[config.mk]
export PLATFORM = sky130hd
export DESIGN_NAME = subtree_status_collector_flat
export DESIGN_NICKNAME = d
export VERILOG_FILES = /design/src/rtl/subtree_pkg.sv /design/src/rtl/subtree_status_collector_if.sv /design/src/rtl/subtree_timeout_ctr.sv /design/src/rtl/subtree_status_collector.sv /design/src/flat_wrapper.sv
export SDC_FILE = /design/constraint.sdc
export NUM_CORES = 1
export LEC_CHECK = 0
export CORE_ASPECT_RATIO = 0.5
export CORE_MARGIN = 2
export CORE_UTILIZATION = 52
export CTS_BUF_LIST = sky130_fd_sc_hd__clkbuf_4 sky130_fd_sc_hd__clkbuf_8
export CTS_CLUSTER_DIAMETER = 50
export DETAILED_ROUTE_END_ITERATION = 7
export PLACE_DENSITY = 0.89
export SLEW_MARGIN = 10
export SYNTH_ARGS = -nofsm -noshare
export SYNTH_HDL_FRONTEND = slang
export SYNTH_SLANG_ARGS = --single-unit
[constraint.sdc]
create_clock -name clk -period 8.3 [get_ports clk]
set_input_delay 2.49 -clock clk [delete_from_list [all_inputs] [get_ports clk]]
set_output_delay 2.49 -clock clk [all_outputs]
set_load 0.01 [all_outputs]
[src/rtl/subtree_pkg.sv]
// Shared types and constants for the subtree status collector.
package subtree_pkg;

  typedef enum logic [2:0] {
    IDLE,
    REQ,
    WAIT,
    NEXT,
    REPORT
  } state_e;

  localparam int unsigned NUM_CHILD_DEF = 5;
  localparam int unsigned DATA_W_DEF    = 16;
  localparam int unsigned TIMEOUT_DEF   = 255;
  // Wide enough for any TIMEOUT in 1..65535
  localparam int unsigned TMR_W         = 16;

  // Accumulator width: room for NUM_CHILD full-scale words without wrap
  function automatic int unsigned sum_w(input int unsigned nc, input int unsigned dw);
    return dw + $clog2(nc + 1);
  endfunction

endpackage

[src/rtl/subtree_status_collector_if.sv]
// Child poll bus plus aggregated report handshake.
interface subtree_status_collector_if #(
  parameter int unsigned NUM_CHILD = subtree_pkg::NUM_CHILD_DEF,
  parameter int unsigned DATA_W    = subtree_pkg::DATA_W_DEF
);
  import subtree_pkg::*;

  localparam int unsigned SUM_W = sum_w(NUM_CHILD, DATA_W);

  logic [NUM_CHILD-1:0]        child_req;
  logic [NUM_CHILD-1:0]        child_ack;
  logic [NUM_CHILD*DATA_W-1:0] child_data;
  logic [NUM_CHILD-1:0]        child_err;
  logic                        out_valid;
  logic                        out_ready;
  logic [SUM_W-1:0]            out_sum;
  logic [NUM_CHILD-1:0]        out_err_mask;
  logic [NUM_CHILD-1:0]        out_to_mask;

  modport master (
    output child_req, out_valid, out_sum, out_err_mask, out_to_mask,
    input  child_ack, child_data, child_err, out_ready
  );

  modport slave (
    input  child_req, out_valid, out_sum, out_err_mask, out_to_mask,
    output child_ack, child_data, child_err, out_ready
  );

endinterface

[src/rtl/subtree_timeout_ctr.sv]
// Loadable down-counter; expired_o is high while the count is zero.
module subtree_timeout_ctr
  import subtree_pkg::*;
#(
  parameter int unsigned W = TMR_W
) (
  input  logic         clk,
  input  logic         rst_n,
  input  logic         clr_i,
  input  logic         load_i,
  input  logic         dec_i,
  input  logic [W-1:0] load_val_i,
  output logic         expired_o
);

  logic [W-1:0] cnt_q, cnt_d;

  // Next count: clear beats load beats decrement; saturates at zero
  always_comb begin
    cnt_d = cnt_q;
    if (clr_i)                      cnt_d = '0;
    else if (load_i)                cnt_d = load_val_i;
    else if (dec_i && cnt_q != '0)  cnt_d = cnt_q - W'(1);
  end

  // Count register
  always_ff @(posedge clk or negedge rst_n) begin
    if (!rst_n) cnt_q <= '0;
    else        cnt_q <= cnt_d;
  end

  assign expired_o = (cnt_q == '0);

endmodule

[src/rtl/subtree_status_collector.sv]
// Polls each child in index order, accumulates clean results, flags
// error/timeout children and presents one report per sweep.
module subtree_status_collector
  import subtree_pkg::*;
#(
  parameter int unsigned NUM_CHILD = NUM_CHILD_DEF,
  parameter int unsigned DATA_W    = DATA_W_DEF,
  parameter int unsigned TIMEOUT   = TIMEOUT_DEF
) (
  input  logic                       clk,
  input  logic                       rst_n,
  input  logic                       start,
  output logic                       busy,
  subtree_status_collector_if.master bus
);

  localparam int unsigned SUM_W = sum_w(NUM_CHILD, DATA_W);
  localparam int unsigned IDX_W = (NUM_CHILD > 1) ? $clog2(NUM_CHILD) : 1;
  localparam logic [IDX_W-1:0] LAST_IDX = IDX_W'(NUM_CHILD - 1);
  // Timer counts down from TIMEOUT-1, so expiry lands on the same WAIT
  // cycle as an up-counter reaching TIMEOUT-1.
  localparam logic [TMR_W-1:0] TMR_LOAD = TMR_W'(TIMEOUT - 1);

  state_e               state_q, state_d;
  logic [IDX_W-1:0]     idx_q, idx_d;
  logic [SUM_W-1:0]     sum_q, sum_d;
  logic [NUM_CHILD-1:0] err_q, err_d;
  logic [NUM_CHILD-1:0] to_q, to_d;
  logic [NUM_CHILD-1:0] req_q, req_d;
  logic                 tmr_clr, tmr_load, tmr_dec, tmr_exp;
  logic                 sel_ack, sel_err;
  logic [DATA_W-1:0]    sel_data;

  subtree_timeout_ctr #(.W(TMR_W)) u_tmr (
    .clk        (clk),
    .rst_n      (rst_n),
    .clr_i      (tmr_clr),
    .load_i     (tmr_load),
    .dec_i      (tmr_dec),
    .load_val_i (TMR_LOAD),
    .expired_o  (tmr_exp)
  );

  // Select the ack/err/data of the child currently being polled
  always_comb begin
    sel_ack  = 1'b0;
    sel_err  = 1'b0;
    sel_data = '0;
    for (int unsigned i = 0; i < NUM_CHILD; i++) begin
      if (idx_q == IDX_W'(i)) begin
        sel_ack  = bus.child_ack[i];
        sel_err  = bus.child_err[i];
        sel_data = bus.child_data[i*DATA_W +: DATA_W];
      end
    end
  end

  // Next-state, accumulator, mask and request logic
  always_comb begin
    state_d  = state_q;
    idx_d    = idx_q;
    sum_d    = sum_q;
    err_d    = err_q;
    to_d     = to_q;
    req_d    = req_q;
    tmr_clr  = 1'b0;
    tmr_load = 1'b0;
    tmr_dec  = 1'b0;
    case (state_q)
      IDLE: begin
        tmr_clr = 1'b1;
        if (start) begin
          sum_d   = '0;
          err_d   = '0;
          to_d    = '0;
          idx_d   = '0;
          state_d = REQ;
        end
      end
      REQ: begin
        req_d        = '0;
        req_d[idx_q] = 1'b1;
        tmr_load     = 1'b1;
        state_d      = WAIT;
      end
      WAIT: begin
        // Ack is checked before expiry so a same-cycle ack wins
        if (sel_ack) begin
          if (sel_err) err_d[idx_q] = 1'b1;
          else         sum_d = sum_q + SUM_W'(sel_data);
          req_d   = '0;
          state_d = NEXT;
        end else if (tmr_exp) begin
          to_d[idx_q] = 1'b1;
          req_d       = '0;
          state_d     = NEXT;
        end else begin
          tmr_dec = 1'b1;
        end
      end
      NEXT: begin
        if (idx_q == LAST_IDX) begin
          state_d = REPORT;
        end else begin
          idx_d   = idx_q + IDX_W'(1);
          state_d = REQ;
        end
      end
      REPORT: begin
        if (bus.out_ready) state_d = IDLE;
      end
      default: state_d = IDLE;
    endcase
  end

  // State and datapath registers
  always_ff @(posedge clk or negedge rst_n) begin
    if (!rst_n) begin
      state_q <= IDLE;
      idx_q   <= '0;
      sum_q   <= '0;
      err_q   <= '0;
      to_q    <= '0;
      req_q   <= '0;
    end else begin
      state_q <= state_d;
      idx_q   <= idx_d;
      sum_q   <= sum_d;
      err_q   <= err_d;
      to_q    <= to_d;
      req_q   <= req_d;
    end
  end

  assign busy             = (state_q != IDLE);
  assign bus.out_valid    = (state_q == REPORT);
  assign bus.child_req    = req_q;
  assign bus.out_sum      = sum_q;
  assign bus.out_err_mask = err_q;
  assign bus.out_to_mask  = to_q;

endmodule

[src/flat_wrapper.sv]
// flat-port wrapper written by rule: the top's interface ports become plain ports
module subtree_status_collector_flat import subtree_pkg::*;
#(
  parameter int unsigned NUM_CHILD = NUM_CHILD_DEF,
  parameter int unsigned DATA_W    = DATA_W_DEF,
  parameter int unsigned TIMEOUT   = TIMEOUT_DEF
)
  (clk, rst_n, start, busy, bus_child_req, bus_out_valid, bus_out_sum, bus_out_err_mask, bus_out_to_mask, bus_child_ack, bus_child_data, bus_child_err, bus_out_ready);
  subtree_status_collector_if #(.NUM_CHILD(NUM_CHILD), .DATA_W(DATA_W)) bus_i ();
  input  logic clk;
  input  logic rst_n;
  input  logic start;
  output logic busy;
  output wire logic [$bits(bus_i.child_req)-1:0] bus_child_req;
  output wire logic [$bits(bus_i.out_valid)-1:0] bus_out_valid;
  output wire logic [$bits(bus_i.out_sum)-1:0] bus_out_sum;
  output wire logic [$bits(bus_i.out_err_mask)-1:0] bus_out_err_mask;
  output wire logic [$bits(bus_i.out_to_mask)-1:0] bus_out_to_mask;
  input wire logic [$bits(bus_i.child_ack)-1:0] bus_child_ack;
  input wire logic [$bits(bus_i.child_data)-1:0] bus_child_data;
  input wire logic [$bits(bus_i.child_err)-1:0] bus_child_err;
  input wire logic [$bits(bus_i.out_ready)-1:0] bus_out_ready;
  assign bus_child_req = bus_i.child_req;
  assign bus_out_valid = bus_i.out_valid;
  assign bus_out_sum = bus_i.out_sum;
  assign bus_out_err_mask = bus_i.out_err_mask;
  assign bus_out_to_mask = bus_i.out_to_mask;
  assign bus_i.child_ack = bus_child_ack;
  assign bus_i.child_data = bus_child_data;
  assign bus_i.child_err = bus_child_err;
  assign bus_i.out_ready = bus_out_ready;
  subtree_status_collector #(.NUM_CHILD(NUM_CHILD), .DATA_W(DATA_W), .TIMEOUT(TIMEOUT)) u_core (.clk(clk), .rst_n(rst_n), .start(start), .busy(busy), .bus(bus_i));
endmodule
==> run metrics, run 1 <==
outcome=complete, no violations; # nets final=about 700; clock buffer depth=2; largest net degree at the start of global routing=57; Die X-Extent=128 um; predominant post-synthesis flop cell=dfrtp_1; Leak Pwr=2.23 nW; full die area=approximately 0.0085 mm2; unrepaired setup endpoints after global routing=false; Post-Route Setup TNS=0 ns; DR DRC count=0; antenna cells=0; CP Max Fanout=4; first-pass GRT wire length=18000 um; cell area after layout=between 0.005 and 0.006 mm2; path depth of the worst reg2reg path=17; post-synth top area share=a little over a third; Yosys cell types=55; Async SR Flop Fraction=between 90% and 100%; DR WL/cell=around 16 um; num rows=22; P&R area growth vs syn=36.3%; final worst slack=roughly 2.8 ns; Crit. End Element=flop; clock slew at reported path FFs=around 0.11 ns; Startpoint Class=input pin; post-synthesis sequential area ratio=approximately a third; data arrival time of the worst path=~5.8 ns; Worst Hold Class=reg -> reg; yosys warns=0; hold path startpoint=u_core.bus.child_req[3]$_DFFE_PN0P_; minimum setup slack among reg-to-reg paths=about 3.9 ns; Die H=between 60 and 70 um; gr usage total=26.7%; Critical Path RT=~8.6 ns; Synth Instances=469; post-layout min period=roughly 5.5 ns; Syn Nets=just under 600; Clock Sinks=56; Worst Setup SP=bus_child_data[0]; non-filler cells, final=roughly 680; Crit Path Category=in -> reg; share of cells above drive strength 1=under 10%; Yosys reg bits=between 50 and 60; fillers=roughly 570; routed via count=3933; placed wire-length estimate=8380 um; Worst-Margin Slew=0.840 ns; cts repair resizes=0; initial drt markers=roughly 250; relative slew slack=a little over two fifths; Worst Hold Depth=2; DRT Pass-1 Iters=5; post-route ant nets=0; number of global-route vias before repair=just under 4000; Hold Buf Count CTS=0; fin util=about three quarters; CTS tree=built; I/O Buffers=between 100 and 150; H-Tree Depth=2; Inst Count DP=between 600 and 700; Peak VDD IR=0.133 mV; Final Max Slew Viols=0; Num CTS Buffers=5; Pwr Density=about 320 mW/mm2; Placed Area=0.00534 mm2; RR Endpoint=u_core.bus.out_sum[18]$_DFFE_PN0P_; MaxCap Viol Count=0; Ports=130; maximum clock frequency=roughly 0.18 GHz; r2r startpoint=u_core.idx_q[0]$_DFFE_PN0P_; Starting Density=54.1%; Mapped Avg Cell Area=8.53 um2; period utilization=between 60 and 70%; top post-synthesis cells by area=dfrtp_1 35%, ha_1 7.2%, a21oi_1 5.6%; Place WS=2.47 ns; Hold Fails Final Rpt=0; RD Place Congestion=roughly 0.89; final wirelength=between 10000 and 15000 um; initial antenna violation count=0; gr ovfl total=0; CTS root buffer=clkbuf_8; Layout Skew=about 0.012 ns; Via density=5.78; Post-synth EDFFs=0; synthesized cell area=0.00400 mm2; worst hold endpoint=u_core.bus.child_req[3]$_DFFE_PN0P_; core box area=0.00740 mm2; Finish-stage setup viols=0; postcts setup bufs=0; Clk Latency, worst-skew pair=about 0.33 ns; Synth area leader=dfrtp_1
## final cells by class
class | count | area [um2] | area share [%]
multi-input combinational | 374 | 2440 | 44.7
sequential | 56 | 1400 | 25.7
timing repair buffer | 136 | 1340 | 24.5
tap | 96 | 120 | 2.20
clock buffer | 6 | 76.3 | 1.40
inverter | 11 | 41.3 | 0.757
clock inverter | 2 | 38.8 | 0.711
## per-stage QoR
stage,hold slack [ns],power (mW)
6_report,0.488,1.73
5_1_grt,0.534,1.88
4_1_cts,0.493,1.72
3_5_place_dp,0.470,1.53
3_3_place_gp,0.470,1.49
2_1_floorplan,0.449,1.21
## routing by layer
| metal | global-route usage, % | wire length [um] | vias up |
|---|---|---|---|
| met3 | 4.69 | 503 | 24 |
| met5 | 0 | 0 | - |
| met4 | 9.07 | 224 | 0 |
| li1 | - | - | 1946 |
| met2 | 49.0 | 5440 | 111 |
| met1 | 32.3 | 4790 | 1852 |
## worst max-delay path by stage
stage / endpoint / slack, ns / cells past startpoint
final: u_core.bus.out_sum[18]$_DFFE_PN0P_ / 2.78 / 14
after global routing: u_core.bus.out_sum[18]$_DFFE_PN0P_ / 2.62 / 14
after CTS: u_core.bus.out_sum[18]$_DFFE_PN0P_ / 2.81 / 14
after detailed placement: u_core.bus.out_sum[18]$_DFFE_PN0P_ / 2.47 / 14
after global placement: u_core.bus.out_sum[18]$_DFFE_PN0P_ / 2.58 / 14
after floorplan: u_core.bus.out_sum[18]$_DFFE_PN0P_ / 3.33 / 13
## registers in the layout, summed over array words and instances, names as in the netlist
name and count:
u_core.bus.child_req 5, u_core.bus.out_err_mask 5, u_core.bus.out_sum 19, u_core.bus.out_to_mask 5, u_core.idx_q 3, u_core.state_q 3
u_core.u_tmr.cnt_q 16
## cell usage in the layout, fill, tap and decap left out, types with 9 or more instances in the layout
master and instances:
o31ai_1 12, xor2_1 10, a211oi_1 20, a21oi_1 45, ha_1 23, nand2_1 56
xnor2_1 11, inv_1 11, dfrtp_1 56, a22o_1 9, o21ai_0 29, clkdlybuf4s50_1 128
o21a_1 12, nor2_1 44, a22oi_1 16
## cells by family (layout without fill, tap and decap cells)
group           Yosys count  count (layout)  share of synthesized area [%]
simple gates            157             157                           19.7
mux                       3               3                          0.750
buf+inv                  39             155                           4.10
compound gates          169             169                           28.2
xor+xnor                 21              21                           4.60
fa+ha+maj                24              24                           7.69
flops                    56              56                           35.0
## worst max-delay path: stages
cell and delay [ns]:
clkdlybuf4s50_1 0.45, a22oi_1 0.08, a211oi_1 0.25, a21oi_1 0.07, o21ai_0 0.18, ha_1 0.27, inv_1 0.07, fa_1 0.40
nor2b_1 0.20, o31ai_2 0.12, a21oi_1 0.32, o41ai_1 0.19, or4_1 0.53, a21oi_1 0.15
## power by group
part	internal (mW)	switching (mW)
combinational	0.496	0.619
clock	0.0947	0.0985
sequential	0.345	0.0761
## cells in the mapped netlist (11+ instances only)
| cell | instances |
|---|---|
| o21ai_0 | 29 |
| o21a_1 | 12 |
| clkbuf_1 | 16 |
| a211oi_1 | 20 |
| xnor2_1 | 11 |
| nor2_1 | 44 |
| nand2_1 | 56 |
| a21oi_1 | 45 |
| ha_1 | 23 |
| o31ai_1 | 12 |
| dfrtp_1 | 56 |
| a22oi_1 | 16 |
| inv_1 | 11 |
Power figures use the tool's default switching activity.
==> inputs of run 2 (changes only) <==
Settings changed: CORE_UTILIZATION 52 to 48, PLACE_DENSITY 0.89 to 0.83.
Clock period 8.3 ns to 5.59 ns, I/O delays scaled along.
==> run metrics, run 2 (synthesis results as in run 1) <==
Layout Skew=around 0.011 ns; outcome=complete, no violations; initial drt markers=between 200 and 300; fillers=686; Crit Path Category=in -> reg; Critical Path RT=5.83 ns; num rows=23; DRT Pass-1 Iters=4; crit-path most repeated cell=a21oi_1; share of cells above drive strength 1=4.79%; most frequent cells in the layout=128 x clkdlybuf4s50_1, 56 x nand2_1, 56 x dfrtp_1; Inst Count DP=~690; final worst slack=approximately 0.86 ns; worst hold endpoint=u_core.bus.child_req[3]$_DFFE_PN0P_; Place WS=around 0.56 ns; hold path startpoint=u_core.bus.child_req[3]$_DFFE_PN0P_; Hold Buf Count CTS=0; Starting Density=between 40% and 50%; delay-heaviest family, CP=compound AO/OA/AOI/OAI gates; relative slew slack=a little over two fifths; Peak VDD IR=roughly 0.22 mV; RR Endpoint=u_core.bus.out_sum[18]$_DFFE_PN0P_; cts repair resizes=0; full die area=about 0.0091 mm2; critical path's slowest cell=or4_1; Hold Fails Final Rpt=0; minimum setup slack among reg-to-reg paths=around 1.1 ns; gr usage total=roughly a quarter; Ports=130; Worst Hold Class=reg -> reg; DR DRC count=0; Num CTS Buffers=5; number of global-route vias before repair=3728; P&R area growth vs syn=36.8%; path depth of the worst reg2reg path=16; Leak Pwr=about 2.2 nW; CP Max Fanout=4; commonest non-fill, non-tap cell in the layout=clkdlybuf4s50_1; H-Tree Depth=2; period utilization=around 85%; data arrival time of the worst path=between 4 and 5 ns; Worst-Margin Slew=0.838 ns; CTS root buffer=clkbuf_8; MaxCap Viol Count=0; postcts setup bufs=0; core box area=just over 0.008 mm2; Die H=between 60 and 70 um; final wirelength=roughly 11000 um; Crit. End Element=flop; non-filler cells, final=697; antenna cells=0; post-route ant nets=0; RD Place Congestion=approximately 0.9; Worst Hold Depth=2; Post-Route Setup TNS=0 ns; maximum clock frequency=approximately 0.21 GHz; first-pass GRT wire length=between 15000 and 20000 um; # nets final=between 700 and 800; post-layout min period=4.73 ns; unrepaired setup endpoints after global routing=false; routed via count=~3900; Worst Path Buf+Inv=2; fin util=between 60% and 70%; initial antenna violation count=0; DR WL/cell=approximately 16 um; Clock Sinks=56; clock buffer depth=2; Die X-Extent=between 100 and 150 um; Via density=5.59; Tot Pwr=2.55 mW; Final Max Slew Viols=0; Clk Latency, worst-skew pair=0.33 ns; I/O Buffers=approximately 130; placed wire-length estimate=roughly 8600 um; r2r startpoint=u_core.idx_q[0]$_DFFE_PN0P_; crit-path cells=clkdlybuf4s50_1 -> a22oi_1 -> a211oi_1 -> a21oi_1 -> o21ai_0 -> ha_1 -> inv_1 -> fa_1 -> nor2b_1 -> o31ai_2 -> a21oi_1 -> o41ai_1 -> or4_1 -> a21oi_1; Slowest Stage Delay on Critical Path=approximately 0.54 ns; largest net degree at the start of global routing=57; gr ovfl total=0; Pwr Density=466 mW/mm2; clock slew at reported path FFs=about 0.1 ns; number of flip-flops in the largest register=19; Startpoint Class=input pin; CTS tree=built; Finish-stage setup viols=0
[run 2: where the power goes]
group	leakage [nW]	switching [mW]	internal (mW)	total (mW)
Clock	0.0592	0.140	0.141	0.281
Combinational	1.43	0.903	0.738	1.64
Sequential	0.742	0.116	0.512	0.627
Total	2.23	1.16	1.39	2.55
[run 2: how the worst max path moves through the flow]
stage	from	endpoint	slack, ns	cells after the start
floorplan	u_core.idx_q[0]$_DFFE_PN0P_	u_core.bus.out_sum[18]$_DFFE_PN0P_	1.41	18
global placement	bus_child_data[0]	u_core.bus.out_sum[18]$_DFFE_PN0P_	0.65	14
detailed placement	bus_child_data[0]	u_core.bus.out_sum[18]$_DFFE_PN0P_	0.56	14
CTS	bus_child_data[0]	u_core.bus.out_sum[18]$_DFFE_PN0P_	0.87	14
global route	bus_child_data[0]	u_core.bus.out_sum[18]$_DFFE_PN0P_	0.55	14
finish	bus_child_data[0]	u_core.bus.out_sum[18]$_DFFE_PN0P_	0.86	14
[run 2: layout make-up]
type | instances | area [um2] | area share, %
multi-input combinational | 374 | 2440 | 44.5
sequential | 56 | 1400 | 25.6
timing repair buffer | 136 | 1340 | 24.5
tap | 112 | 140 | 2.56
clock buffer | 6 | 76.3 | 1.39
inverter | 11 | 41.3 | 0.754
clock inverter | 2 | 38.8 | 0.709
[run 2: metrics by stage]
step | instance area [um2] | hold WS, ns
floorplan | 4000 | 0.449
global placement | 5360 | 0.469
detailed placement | 5360 | 0.475
CTS | 5470 | 0.498
global route | 5470 | 0.534
finish | 5470 | 0.493
[run 2: worst reg2reg max path, delay by kind of cell (launching register included)]
family,cells,cell delay (ns)
compound gates,8,1.48
fa+ha+maj,3,0.95
buf+inv,2,0.27
simple gates,3,1.21
flops,1,0.50
[run 2: per-layer routing]
layer	global-route usage (%)	part of all wire [%]
met1	30.7	45
met2	45.8	49
met3	4.53	4.5
met4	4.52	0.93
met5	0	0
